[config.mk]
export PLATFORM = sky130hd
export DESIGN_NAME = entrada_bcd_flat
export DESIGN_NICKNAME = d
export VERILOG_FILES = /design/src/rtl/entrada_bcd_if.sv /design/src/rtl/entrada_bcd.sv /design/src/flat_wrapper.sv
export SDC_FILE = /design/constraint.sdc
export NUM_CORES = 1
export LEC_CHECK = 0
export ABC_AREA = 1
export CAP_MARGIN = 10
export CELL_PAD_IN_SITES_DETAIL_PLACEMENT = 1
export CELL_PAD_IN_SITES_GLOBAL_PLACEMENT = 1
export CORE_MARGIN = 3
export CORE_UTILIZATION = 40
export DETAILED_ROUTE_END_ITERATION = 7
export PLACE_DENSITY_LB_ADDON = 0.1
export SYNTH_ARGS = -nofsm -noshare
export SYNTH_HDL_FRONTEND = slang
export SYNTH_SLANG_ARGS = --single-unit
[constraint.sdc]
create_clock -name CLOCK_50 -period 1.8 [get_ports CLOCK_50]
set_clock_uncertainty 0.15 [all_clocks]
set_input_delay 0.27 -clock CLOCK_50 [delete_from_list [all_inputs] [get_ports CLOCK_50]]
set_output_delay 0.27 -clock CLOCK_50 [all_outputs]
set_load 0.01 [all_outputs]
[src/rtl/entrada_bcd_if.sv]
// Key inputs and entry outputs of the two-digit decimal entry reader.
// The slave side is the reader itself; the master side drives the keys and
// observes the result.
interface entrada_bcd_if;
  logic       KEY1;
  logic       KEY2;
  logic [3:0] valor;
  logic       carga;
  logic       erro;
  logic [3:0] dezena;
  logic [3:0] unidade;
  logic       editando_uni;

  modport master (
    output KEY1, KEY2,
    input  valor, carga, erro, dezena, unidade, editando_uni
  );

  modport slave (
    input  KEY1, KEY2,
    output valor, carga, erro, dezena, unidade, editando_uni
  );
endinterface

[src/rtl/entrada_bcd.sv]
// Two-digit decimal entry reader.
// Debounces two active-low pushbuttons. KEY1 increments the digit being
// edited and KEY2 confirms it. After the units digit is confirmed, the entry
// is validated and emits a 0..15 preset value with a one-cycle load strobe.
module entrada_bcd #(
  parameter int DEBOUNCE_CYCLES = 1000000,
  parameter int MAX_VALOR       = 15
) (
  input  logic          CLOCK_50,
  input  logic          reset,
  entrada_bcd_if.slave  bus
);

  localparam int               CNT_W   = $clog2(DEBOUNCE_CYCLES + 1);
  localparam logic [CNT_W-1:0] CNT_MAX = CNT_W'(DEBOUNCE_CYCLES);

  typedef enum logic [1:0] {
    ST_DEZENA  = 2'd0,
    ST_UNIDADE = 2'd1,
    ST_VALIDA  = 2'd2
  } state_t;

  // Bit 0 is KEY1 (increment) and bit 1 is KEY2 (confirm).
  logic [1:0] key_raw;
  logic [1:0] press_ev;

  assign key_raw = {bus.KEY2, bus.KEY1};

  genvar gi;
  generate
    for (gi = 0; gi < 2; gi++) begin : g_key
      logic             sync1_reg;
      logic             sync2_reg;
      logic             nivel_reg;
      logic             press_reg;
      logic [CNT_W-1:0] cnt_reg;

      // Synchronise the key, debounce it, and emit a one-cycle pulse when
      // the accepted level falls.
      always_ff @(posedge CLOCK_50 or negedge reset) begin
        if (!reset) begin
          sync1_reg <= 1'b1;
          sync2_reg <= 1'b1;
          nivel_reg <= 1'b1;
          press_reg <= 1'b0;
          cnt_reg   <= '0;
        end else begin
          sync1_reg <= key_raw[gi];
          sync2_reg <= sync1_reg;
          press_reg <= 1'b0;
          if (sync2_reg == nivel_reg) begin
            // No pending change, so the stability count restarts.
            cnt_reg <= '0;
          end else if (cnt_reg == CNT_MAX) begin
            nivel_reg <= sync2_reg;
            cnt_reg   <= '0;
            // Only the press edge (1 -> 0) is an event; a release is silent.
            press_reg <= ~sync2_reg;
          end else begin
            cnt_reg <= cnt_reg + 1'b1;
          end
        end
      end

      assign press_ev[gi] = press_reg;
    end
  endgenerate

  logic inc_ev;
  logic conf_ev;

  assign inc_ev  = press_ev[0];
  assign conf_ev = press_ev[1];

  state_t     state_reg,   state_next;
  logic [3:0] dezena_reg,  dezena_next;
  logic [3:0] unidade_reg, unidade_next;
  logic [3:0] valor_reg,   valor_next;
  logic       carga_reg,   carga_next;
  logic       erro_reg,    erro_next;
  logic [4:0] soma;

  // The tens digit is at most 1, so soma never exceeds 19 and fits in 5 bits.
  assign soma = 5'(dezena_reg) * 5'd10 + 5'(unidade_reg);

  // Register the state, the digits and every output.
  always_ff @(posedge CLOCK_50 or negedge reset) begin
    if (!reset) begin
      state_reg   <= ST_DEZENA;
      dezena_reg  <= '0;
      unidade_reg <= '0;
      valor_reg   <= '0;
      carga_reg   <= 1'b0;
      erro_reg    <= 1'b0;
    end else begin
      state_reg   <= state_next;
      dezena_reg  <= dezena_next;
      unidade_reg <= unidade_next;
      valor_reg   <= valor_next;
      carga_reg   <= carga_next;
      erro_reg    <= erro_next;
    end
  end

  // Compute the next state and outputs.
  // Confirm takes priority over increment, and keys are ignored while validating.
  always_comb begin
    state_next   = state_reg;
    dezena_next  = dezena_reg;
    unidade_next = unidade_reg;
    valor_next   = valor_reg;
    carga_next   = 1'b0;
    erro_next    = erro_reg;

    case (state_reg)
      ST_DEZENA: begin
        if (inc_ev || conf_ev) begin
          erro_next = 1'b0;
        end
        if (conf_ev) begin
          state_next = ST_UNIDADE;
        end else if (inc_ev) begin
          dezena_next = (dezena_reg == 4'd1) ? 4'd0 : dezena_reg + 4'd1;
        end
      end

      ST_UNIDADE: begin
        if (inc_ev || conf_ev) begin
          erro_next = 1'b0;
        end
        if (conf_ev) begin
          state_next = ST_VALIDA;
        end else if (inc_ev) begin
          unidade_next = (unidade_reg == 4'd9) ? 4'd0 : unidade_reg + 4'd1;
        end
      end

      ST_VALIDA: begin
        if (soma <= 5'(MAX_VALOR)) begin
          valor_next = soma[3:0];
          carga_next = 1'b1;
          erro_next  = 1'b0;
        end else begin
          erro_next = 1'b1;
        end
        dezena_next  = '0;
        unidade_next = '0;
        state_next   = ST_DEZENA;
      end

      default: begin
        state_next = ST_DEZENA;
      end
    endcase
  end

  assign bus.valor        = valor_reg;
  assign bus.carga        = carga_reg;
  assign bus.erro         = erro_reg;
  assign bus.dezena       = dezena_reg;
  assign bus.unidade      = unidade_reg;
  assign bus.editando_uni = (state_reg == ST_UNIDADE);

endmodule

[src/flat_wrapper.sv]
// flat-port wrapper written by rule: the top's interface ports become plain ports
module entrada_bcd_flat 
#(
  parameter int DEBOUNCE_CYCLES = 1000000,
  parameter int MAX_VALOR       = 15
)
  (CLOCK_50, reset, bus_KEY1, bus_KEY2, bus_valor, bus_carga, bus_erro, bus_dezena, bus_unidade, bus_editando_uni);
  entrada_bcd_if bus_i ();
  input  logic CLOCK_50;
  input  logic reset;
  input wire logic [$bits(bus_i.KEY1)-1:0] bus_KEY1;
  input wire logic [$bits(bus_i.KEY2)-1:0] bus_KEY2;
  output wire logic [$bits(bus_i.valor)-1:0] bus_valor;
  output wire logic [$bits(bus_i.carga)-1:0] bus_carga;
  output wire logic [$bits(bus_i.erro)-1:0] bus_erro;
  output wire logic [$bits(bus_i.dezena)-1:0] bus_dezena;
  output wire logic [$bits(bus_i.unidade)-1:0] bus_unidade;
  output wire logic [$bits(bus_i.editando_uni)-1:0] bus_editando_uni;
  assign bus_i.KEY1 = bus_KEY1;
  assign bus_i.KEY2 = bus_KEY2;
  assign bus_valor = bus_i.valor;
  assign bus_carga = bus_i.carga;
  assign bus_erro = bus_i.erro;
  assign bus_dezena = bus_i.dezena;
  assign bus_unidade = bus_i.unidade;
  assign bus_editando_uni = bus_i.editando_uni;
  entrada_bcd #(.DEBOUNCE_CYCLES(DEBOUNCE_CYCLES), .MAX_VALOR(MAX_VALOR)) u_core (.CLOCK_50(CLOCK_50), .reset(reset), .bus(bus_i));
endmodule
==> results.txt, run 1 <==
----------------------------------------------------
[Run status]
  Result of the run ... finished, final reports clean

[Timing]
  Highest attainable clock frequency ... 570.4 MHz
  Accumulated negative setup slack ... 0 ns
  Slew at the pin closest to its max-slew limit ... 0.4997 ns
  Share of the cycle needed by the critical path after routing ... 0.9740
  Setup repair after global routing missed its margin ... true
  Final Slew Violations ... 0
  Setup violation total in the final timing report ... 0
  Remaining max-slew budget at the tightest pin ... 0.6668
  Fin. Hold Viols ... 0
  Shortest period the worst path allows ... 1.753 ns

[Worst setup path]
  Timing startpoint of the critical path ... u_core.bus.unidade[3]
  Capture instance of the worst register-to-register path ... u_core.bus.valor[3]
  Stage delay of the slowest cell on the critical path ... 0.56 ns
  Type of element launching the critical path ... flip-flop
  Capturing element type of the critical path ... primary output
  Worst EP arrival ... 1.33 ns
  Startpoint of the lowest-slack register-to-register path ... u_core.bus.dezena[0]
  Worst-path cell chain ... clkdlybuf4s50_1
  CP max stage cell ... clkdlybuf4s50_1
  Path depth of the worst reg2reg path ... 10
  Count of buffering cells on the critical path with inverters included ... 1
  Worst reg2reg setup slack ... 0.06 ns
  Crit path max-delay family ... buffers and inverters
  Type of the worst setup path ... reg -> out
  Required time at the worst-slack endpoint ... 1.38 ns
  Number of stages on the worst setup path ... 1
  Critical Path End ... bus_unidade[3]
  Worst Path Max Fanout ... 5

[Drt]
  Average vias per placed instance ... 4.934
  Number of nets with antenna violations after routing ... 0
  Detailed Route Iter0 Violations ... around 110
  Final routed wire length divided by cell count ... 14.49 um
  Pre-Repair DR Iteration Count ... 4
  # DRC ... 0
  Detailed-route wire length ... 9041 um
  Number of vias in the routed layout ... 3079

[Final layout]
  Total of fill cells in the finished design ... 1051
  Layout Nets ... 535
  Antenna fix cells ... 0
  Number of flip-flops in the largest register ... 40
  Design area ... around 4400 um2
  Share of post-route cells with drive strength above 1 ... 0.1657
  Post-synthesis to final-layout area growth ... 23.03%

[Synthesis]
  Netlist Area Pre-Place ... 3575 um2
  Warnings, synthesis ... 0
  Syn avg cell area ... between 7 and 8 um2
  Synth area leaders ... dfrtp_1, nand2_1, nor2_1
  Nets in the synthesized netlist ... slightly below 500
  Register area share after synthesis ... 0.4501
  Yosys top cell area share ... 0.4060
  Mapped Cells ... 461
  Number of synthesized register bits ... 64
  Largest area contributor in the netlist ... dfrtp_1
  Library cells used by synthesis ... 26

[CTS]
  Clock Tree Buf Depth ... 2
  Library cell used as clock root buffer ... clkbuf_8
  Clock network latency to the later pin of the worst-skew pair ... between 0.3 and 0.4 ns
  TritonCTS clock tree ... built
  H-tree Lvls ... 3
  Reg clk slew, reported paths ... around 0.070 ns
  Num CTS Buffers ... 9
  Clock Sink Count ... 64

[Floorplanning]
  Vertical die dimension ... 100.5 um
  Starting Density ... 0.4223
  Number of top-level pins ... 19
  Area enclosed by the die boundary ... 10110 um2
  Core Region ... 8464 um2
  Site row count ... 33
  Chip Width ... 100.5 um

[Global routing]
  Total gr overflow ... 0
  Antenna violations before repair ... 0
  Aggregate global-route resource usage ... 0.1946
  Maximum number of pins on one net before global-route repair ... 28
  Via count of the first global-routing pass ... ~3300
  First-pass GRT wire length ... 15610 um

[Power and ir drop]
  Pwr per Cell Area ... 681.5 nW/um2
  Total design power ... 0.002997 W
  Leakage Power ... between 1.5 and 2 nW
  Peak supply drop ... about 0.37 mV

[Flow run]
  Count of max-cap constraint violations ... 0

[Placement]
  Post-place instance area ... 4090 um2
  IO buf count ... 18
  Final Wtd Congestion ... approximately 0.8
  Half-perimeter wire length of the detailed placement result ... 6976 um

[Worst hold path]
  Classification of the worst-slack hold path ... in -> reg

----------------------------------------------------
cell usage after synthesis:
cell	instances
nand2_1	115
xnor2_1	12
nand4_1	6
o22ai_1	7
o21bai_1	1
nand3b_1	1
nor2_1	95
a21oi_1	7
dfrtp_1	58
xor2_1	14
nor3_1	8
fa_1	1
dfstp_2	6
nand2_2	6
ha_1	16
inv_2	4
nor2_2	4
buf_4	1
a21boi_2	1
buf_2	1
inv_1	51
o21ai_0	11
nand3_2	1
nand3_1	29
nor2_4	4
mux2i_1	1
layout by cell type, fill, tap and decap left out, types with 5 or more instances in the layout:
cell type / synthesis / routed
a21oi_1: 7 / 7
buf_4: 1 / 23
clkbuf_8: 0 / 10
clkdlybuf4s50_1: 0 / 12
dfrtp_1: 58 / 55
dfstp_2: 6 / 6
ha_1: 16 / 12
inv_1: 51 / 49
inv_2: 4 / 6
nand2_1: 115 / 112
nand2_2: 6 / 5
nand3_1: 29 / 24
nand3_2: 1 / 6
nand4_1: 6 / 6
nor2_1: 95 / 93
nor2_2: 4 / 6
nor3_1: 8 / 8
o21ai_0: 11 / 11
o22ai_1: 7 / 7
xnor2_1: 12 / 12
xor2_1: 14 / 14
metal layers:
| metal | GRT usage | part of all wire | vias to the layer above |
|---|---|---|---|
| li1 | - | - | 1546 |
| met1 | 0.2672 | 0.50 | 1480 |
| met2 | 0.3114 | 0.46 | 40 |
| met3 | 0.03322 | 0.027 | 13 |
| met4 | 0.06736 | 0.014 | 0 |
| met5 | 0 | 0 | - |
cell type report:
cell class                 count  area, um2  area share
clock buffer                  11      141.4     0.03215
clock inverter                 5      78.83     0.01792
inverter                      55      206.4     0.04694
multi-input combinational    340       1834      0.4171
sequential                    64       1613      0.3667
tap                          105      131.4     0.02987
timing repair buffer          44      392.9     0.08933
worst min-delay path by stage:
stage                   from                         to  slack (ns)  cells past startpoint
global placement       reset       u_core.bus.dezena[1]        0.12                      1
floorplan              reset           u_core.bus.carga       -0.18                      0
finish              bus_KEY2  u_core.g_key[1].sync1_reg        0.18                      1
CTS                 bus_KEY2  u_core.g_key[1].sync1_reg        0.16                      1
global route        bus_KEY2  u_core.g_key[1].sync1_reg        0.18                      1
detailed placement     reset       u_core.bus.dezena[1]        0.12                      1
power breakdown:
part           leakage (nW)  total (W)  switching, W  internal [W]
registers             0.863    0.00147     0.0000163       0.00146
logic                 0.997   0.000120     0.0000774     0.0000429
clock network         0.114    0.00140      0.000585      0.000819
total                  1.97    0.00300      0.000679       0.00232
timing repair:
action / 4_1_cts / 5_1_grt
gates resized for setup: 10 / 14
hold buffers: 1 / 0
endpoints found under the setup margin: 11 / 25
setup buffers: 0 / 3
cloned: 0 / 0
pin swaps: 1 / 4
endpoints found under the hold margin: 15 / 0
per-stage QoR:
stage,std cells,util,hold slack (ns),worst slack (ns)
2_1_floorplan,461,-,-0.1756,0.03751
3_3_place_gp,604,0.4832,0.1164,0.05926
3_5_place_dp,604,0.4832,0.1182,-0.01411
4_1_cts,621,0.5112,0.1649,0.008700
5_1_grt,624,0.5196,0.1832,-0.03307
6_report,624,0.5196,0.1814,0.04688
kinds of logic after synthesis:
logic type,synth area share
flops,0.4501
compound gates,0.04270
mux,0.002800
xor+xnor,0.06370
buf+inv,0.06125
fa+ha+maj,0.06160
simple gates,0.3178
(Power assumes the default switching activity.)
==> run 2, diff against run 1 <==
--- a/config.mk
+++ b/config.mk
@@ -6,7 +6,6 @@
 export NUM_CORES = 1
 export LEC_CHECK = 0
 export ABC_AREA = 1
-export CAP_MARGIN = 10
 export CELL_PAD_IN_SITES_DETAIL_PLACEMENT = 1
 export CELL_PAD_IN_SITES_GLOBAL_PLACEMENT = 1
 export CORE_MARGIN = 3
==> results of run 2 <==
The final DEF is identical to that of run 1; final timing and power are the same.
==> run 3, diff against run 2 <==
--- a/config.mk
+++ b/config.mk
@@ -10,8 +10,11 @@
 export CELL_PAD_IN_SITES_GLOBAL_PLACEMENT = 1
 export CORE_MARGIN = 3
 export CORE_UTILIZATION = 40
+export CTS_BUF_LIST = sky130_fd_sc_hd__clkbuf_8
 export DETAILED_ROUTE_END_ITERATION = 7
+export DONT_BUFFER_PORTS = 1
 export PLACE_DENSITY_LB_ADDON = 0.1
+export SLEW_MARGIN = 20
 export SYNTH_ARGS = -nofsm -noshare
 export SYNTH_HDL_FRONTEND = slang
 export SYNTH_SLANG_ARGS = --single-unit
==> run 3 against run 2 <==
  * Largest power group is now the clock network
  * Critical path type is now reg -> reg
  * First-iteration DRC count shrank 3.5%
  * Via count decreased by 1.6%
  * The flow now finishes with violations (hold timing)
  * Design area fell by 4.3%
  * Maximum frequency fell by 1.2%
  * Sequential power about the same
  * Utilization decreased by 2.2 points
==> results.txt, run 3 (same netlist as run 1, synthesis figures left out) <==
----------------------------------------------------
[Final layout]
  Total of fill cells in the finished design ... 1045
  Most frequent standard cell in the layout excluding fill and tap cells ... nand2_1
  Final core utilization ... 0.4974
  Most frequent cells in the layout ... nand2_1, nor2_1, dfrtp_1
  Layout Nets ... 515
  Design area ... 4210 um2
  Antenna fix cells ... 0
  Post-synthesis to final-layout area growth ... 17.78%
  Number of flip-flops in the largest register ... 40
  Share of post-route cells with drive strength above 1 ... 0.1643

[Drt]
  Number of vias in the routed layout ... 3029
  # DRC ... 0
  Final routed wire length divided by cell count ... 14.39 um
  Average vias per placed instance ... 5.015
  Number of nets with antenna violations after routing ... 0
  Detailed Route Iter0 Violations ... 109
  Pre-Repair DR Iteration Count ... 4
  Detailed-route wire length ... 8691 um

[Power and ir drop]
  Peak supply drop ... between 0.3 and 0.4 mV
  Total design power ... 0.003090 W
  Leakage Power ... 1.895 nW
  Pwr per Cell Area ... 734.0 nW/um2

[Timing]
  Worst hold slack after final layout ... -0.5382 ns
  Remaining max-slew budget at the tightest pin ... 0.7685
  Final Slew Violations ... 0
  Highest attainable clock frequency ... 563.4 MHz
  Setup repair after global routing missed its margin ... true
  Fin. Hold Viols ... 64
  Setup violation total in the final timing report ... 0
  Shortest period the worst path allows ... about 1.8 ns
  Slew at the pin closest to its max-slew limit ... 0.3437 ns
  Share of the cycle needed by the critical path after routing ... 0.9860

[Global routing]
  Antenna violations before repair ... 0
  Maximum number of pins on one net before global-route repair ... 65
  Via count of the first global-routing pass ... 3218
  Total gr overflow ... 0
  First-pass GRT wire length ... 15120 um
  Aggregate global-route resource usage ... 0.1891

[Floorplanning]
  Starting Density ... 0.4223
  Site row count ... 33
  Vertical die dimension ... ~100 um
  Number of top-level pins ... 19
  Area enclosed by the die boundary ... just over 10000 um2
  Core Region ... 8464 um2
  Chip Width ... 100.5 um

[CTS]
  Num CTS Buffers ... 9
  Library cell used as clock root buffer ... clkbuf_8
  Clock Tree Buf Depth ... 2
  H-tree Lvls ... 3
  Quantity of hold-fixing buffers added after cts ... 2
  Clock network latency to the later pin of the worst-skew pair ... 0.34 ns
  TritonCTS clock tree ... built
  Reg clk slew, reported paths ... about 0.080 ns
  Clock Sink Count ... 64

[Worst setup path]
  Type of the worst setup path ... reg -> reg
  Stage delay of the slowest cell on the critical path ... 0.43 ns
  Required time at the worst-slack endpoint ... 1.88 ns
  Worst Path Max Fanout ... 7
  CP max stage cell ... dfrtp_2
  Crit path max-delay family ... adder cells
  Worst-path cell chain ... buf_4, ha_1, fa_1, xor2_1, nand3_1, nand2_1
  Count of buffering cells on the critical path with inverters included ... 1
  Capturing element type of the critical path ... flip-flop
  Type of element launching the critical path ... flip-flop
  Worst EP arrival ... 1.86 ns

[Worst hold path]
  Classification of the worst-slack hold path ... in -> async

[Placement]
  Half-perimeter wire length of the detailed placement result ... 6581 um
  Post-place instance area ... roughly 3900 um2
  Final Wtd Congestion ... 0.7968
  IO buf count ... 0

[Run status]
  Violations in the final reports ... hold timing
  Result of the run ... complete, but fails checks

[Flow run]
  Count of max-cap constraint violations ... 0

----------------------------------------------------
## run 3: cell types whose count changed in the layout (fill, tap and decap cells not counted), moves of 2 or more
cell / delta
dlygate4sd2_1: -4
dfrtp_2: -2
nand2_2: +6
nand2_1: -5
clkdlybuf4s50_1: -12
buf_12: -2
dfrtp_1: +2
## run 3: metrics by stage
| stage | setup WS, ns | TNS [ns] | std cells |
|---|---|---|---|
| detailed placement | -0.02159 | -0.04424 | 584 |
| global route | -0.07335 | -0.2949 | 604 |
| CTS | 0.0001594 | 0 | 602 |
| global placement | 0.05805 | 0 | 584 |
| finish | 0.02518 | 0 | 604 |
| floorplan | 0.03751 | 0 | 461 |
## run 3: report_power, final
group / total [W] / switching, W / internal (W)
Sequential: 0.00147 / 0.0000152 / 0.00146
Combinational: 0.0000737 / 0.0000436 / 0.0000301
Clock: 0.00154 / 0.000591 / 0.000953
## run 3: per-layer routing
layer	part of all wire	GRT usage	up-vias
met5	0	0	-
met4	0.013	0.05181	0
met3	0.036	0.04429	9
met2	0.45	0.2982	38
met1	0.50	0.2618	1476
li1	-	-	1506
## run 3: path summary, 6_finish.rpt
kind / slack, ns / start / cells after the start / endpoint
min: -0.54 / reset / 0 / u_core.bus.dezena[3]
min in group CLOCK_50: 0.21 / u_core.g_key[1].sync1_reg / 0 / u_core.g_key[1].sync2_reg
min reg2reg: 0.21 / u_core.g_key[1].sync1_reg / 0 / u_core.g_key[1].sync2_reg
max in group asynchronous: 1.83 / reset / 0 / u_core.g_key[1].nivel_reg
max reg2reg: 0.03 / u_core.bus.dezena[0] / 6 / u_core.bus.valor[3]
max: 0.03 / u_core.bus.dezena[0] / 6 / u_core.bus.valor[3]
## run 3: worst reg2reg max path: cells and delay by family (launching register included)
family	cells	cell delay [ns]
flops	1	0.43
simple gates	2	0.13
buf+inv	1	0.18
fa+ha+maj	2	0.61
xor+xnor	1	0.17
## run 3: area by class of cell
cell class	instances	area (um2)	area share
clock buffer	10	137.6	0.03269
clock inverter	6	107.6	0.02556
sequential	64	1610	0.3825
tap	105	131.4	0.03120
inverter	55	206.4	0.04903
multi-input combinational	340	1832	0.4351
timing repair buffer	24	185.2	0.04398
## run 3: timing repair
action                     in CTS  in global routing
gates cloned                    0                  0
setup buffers                   0                  2
hold endpoints to repair       66                 64
resized for setup               2                 15
pin swaps                       2                  7
setup endpoints to repair       4                 15
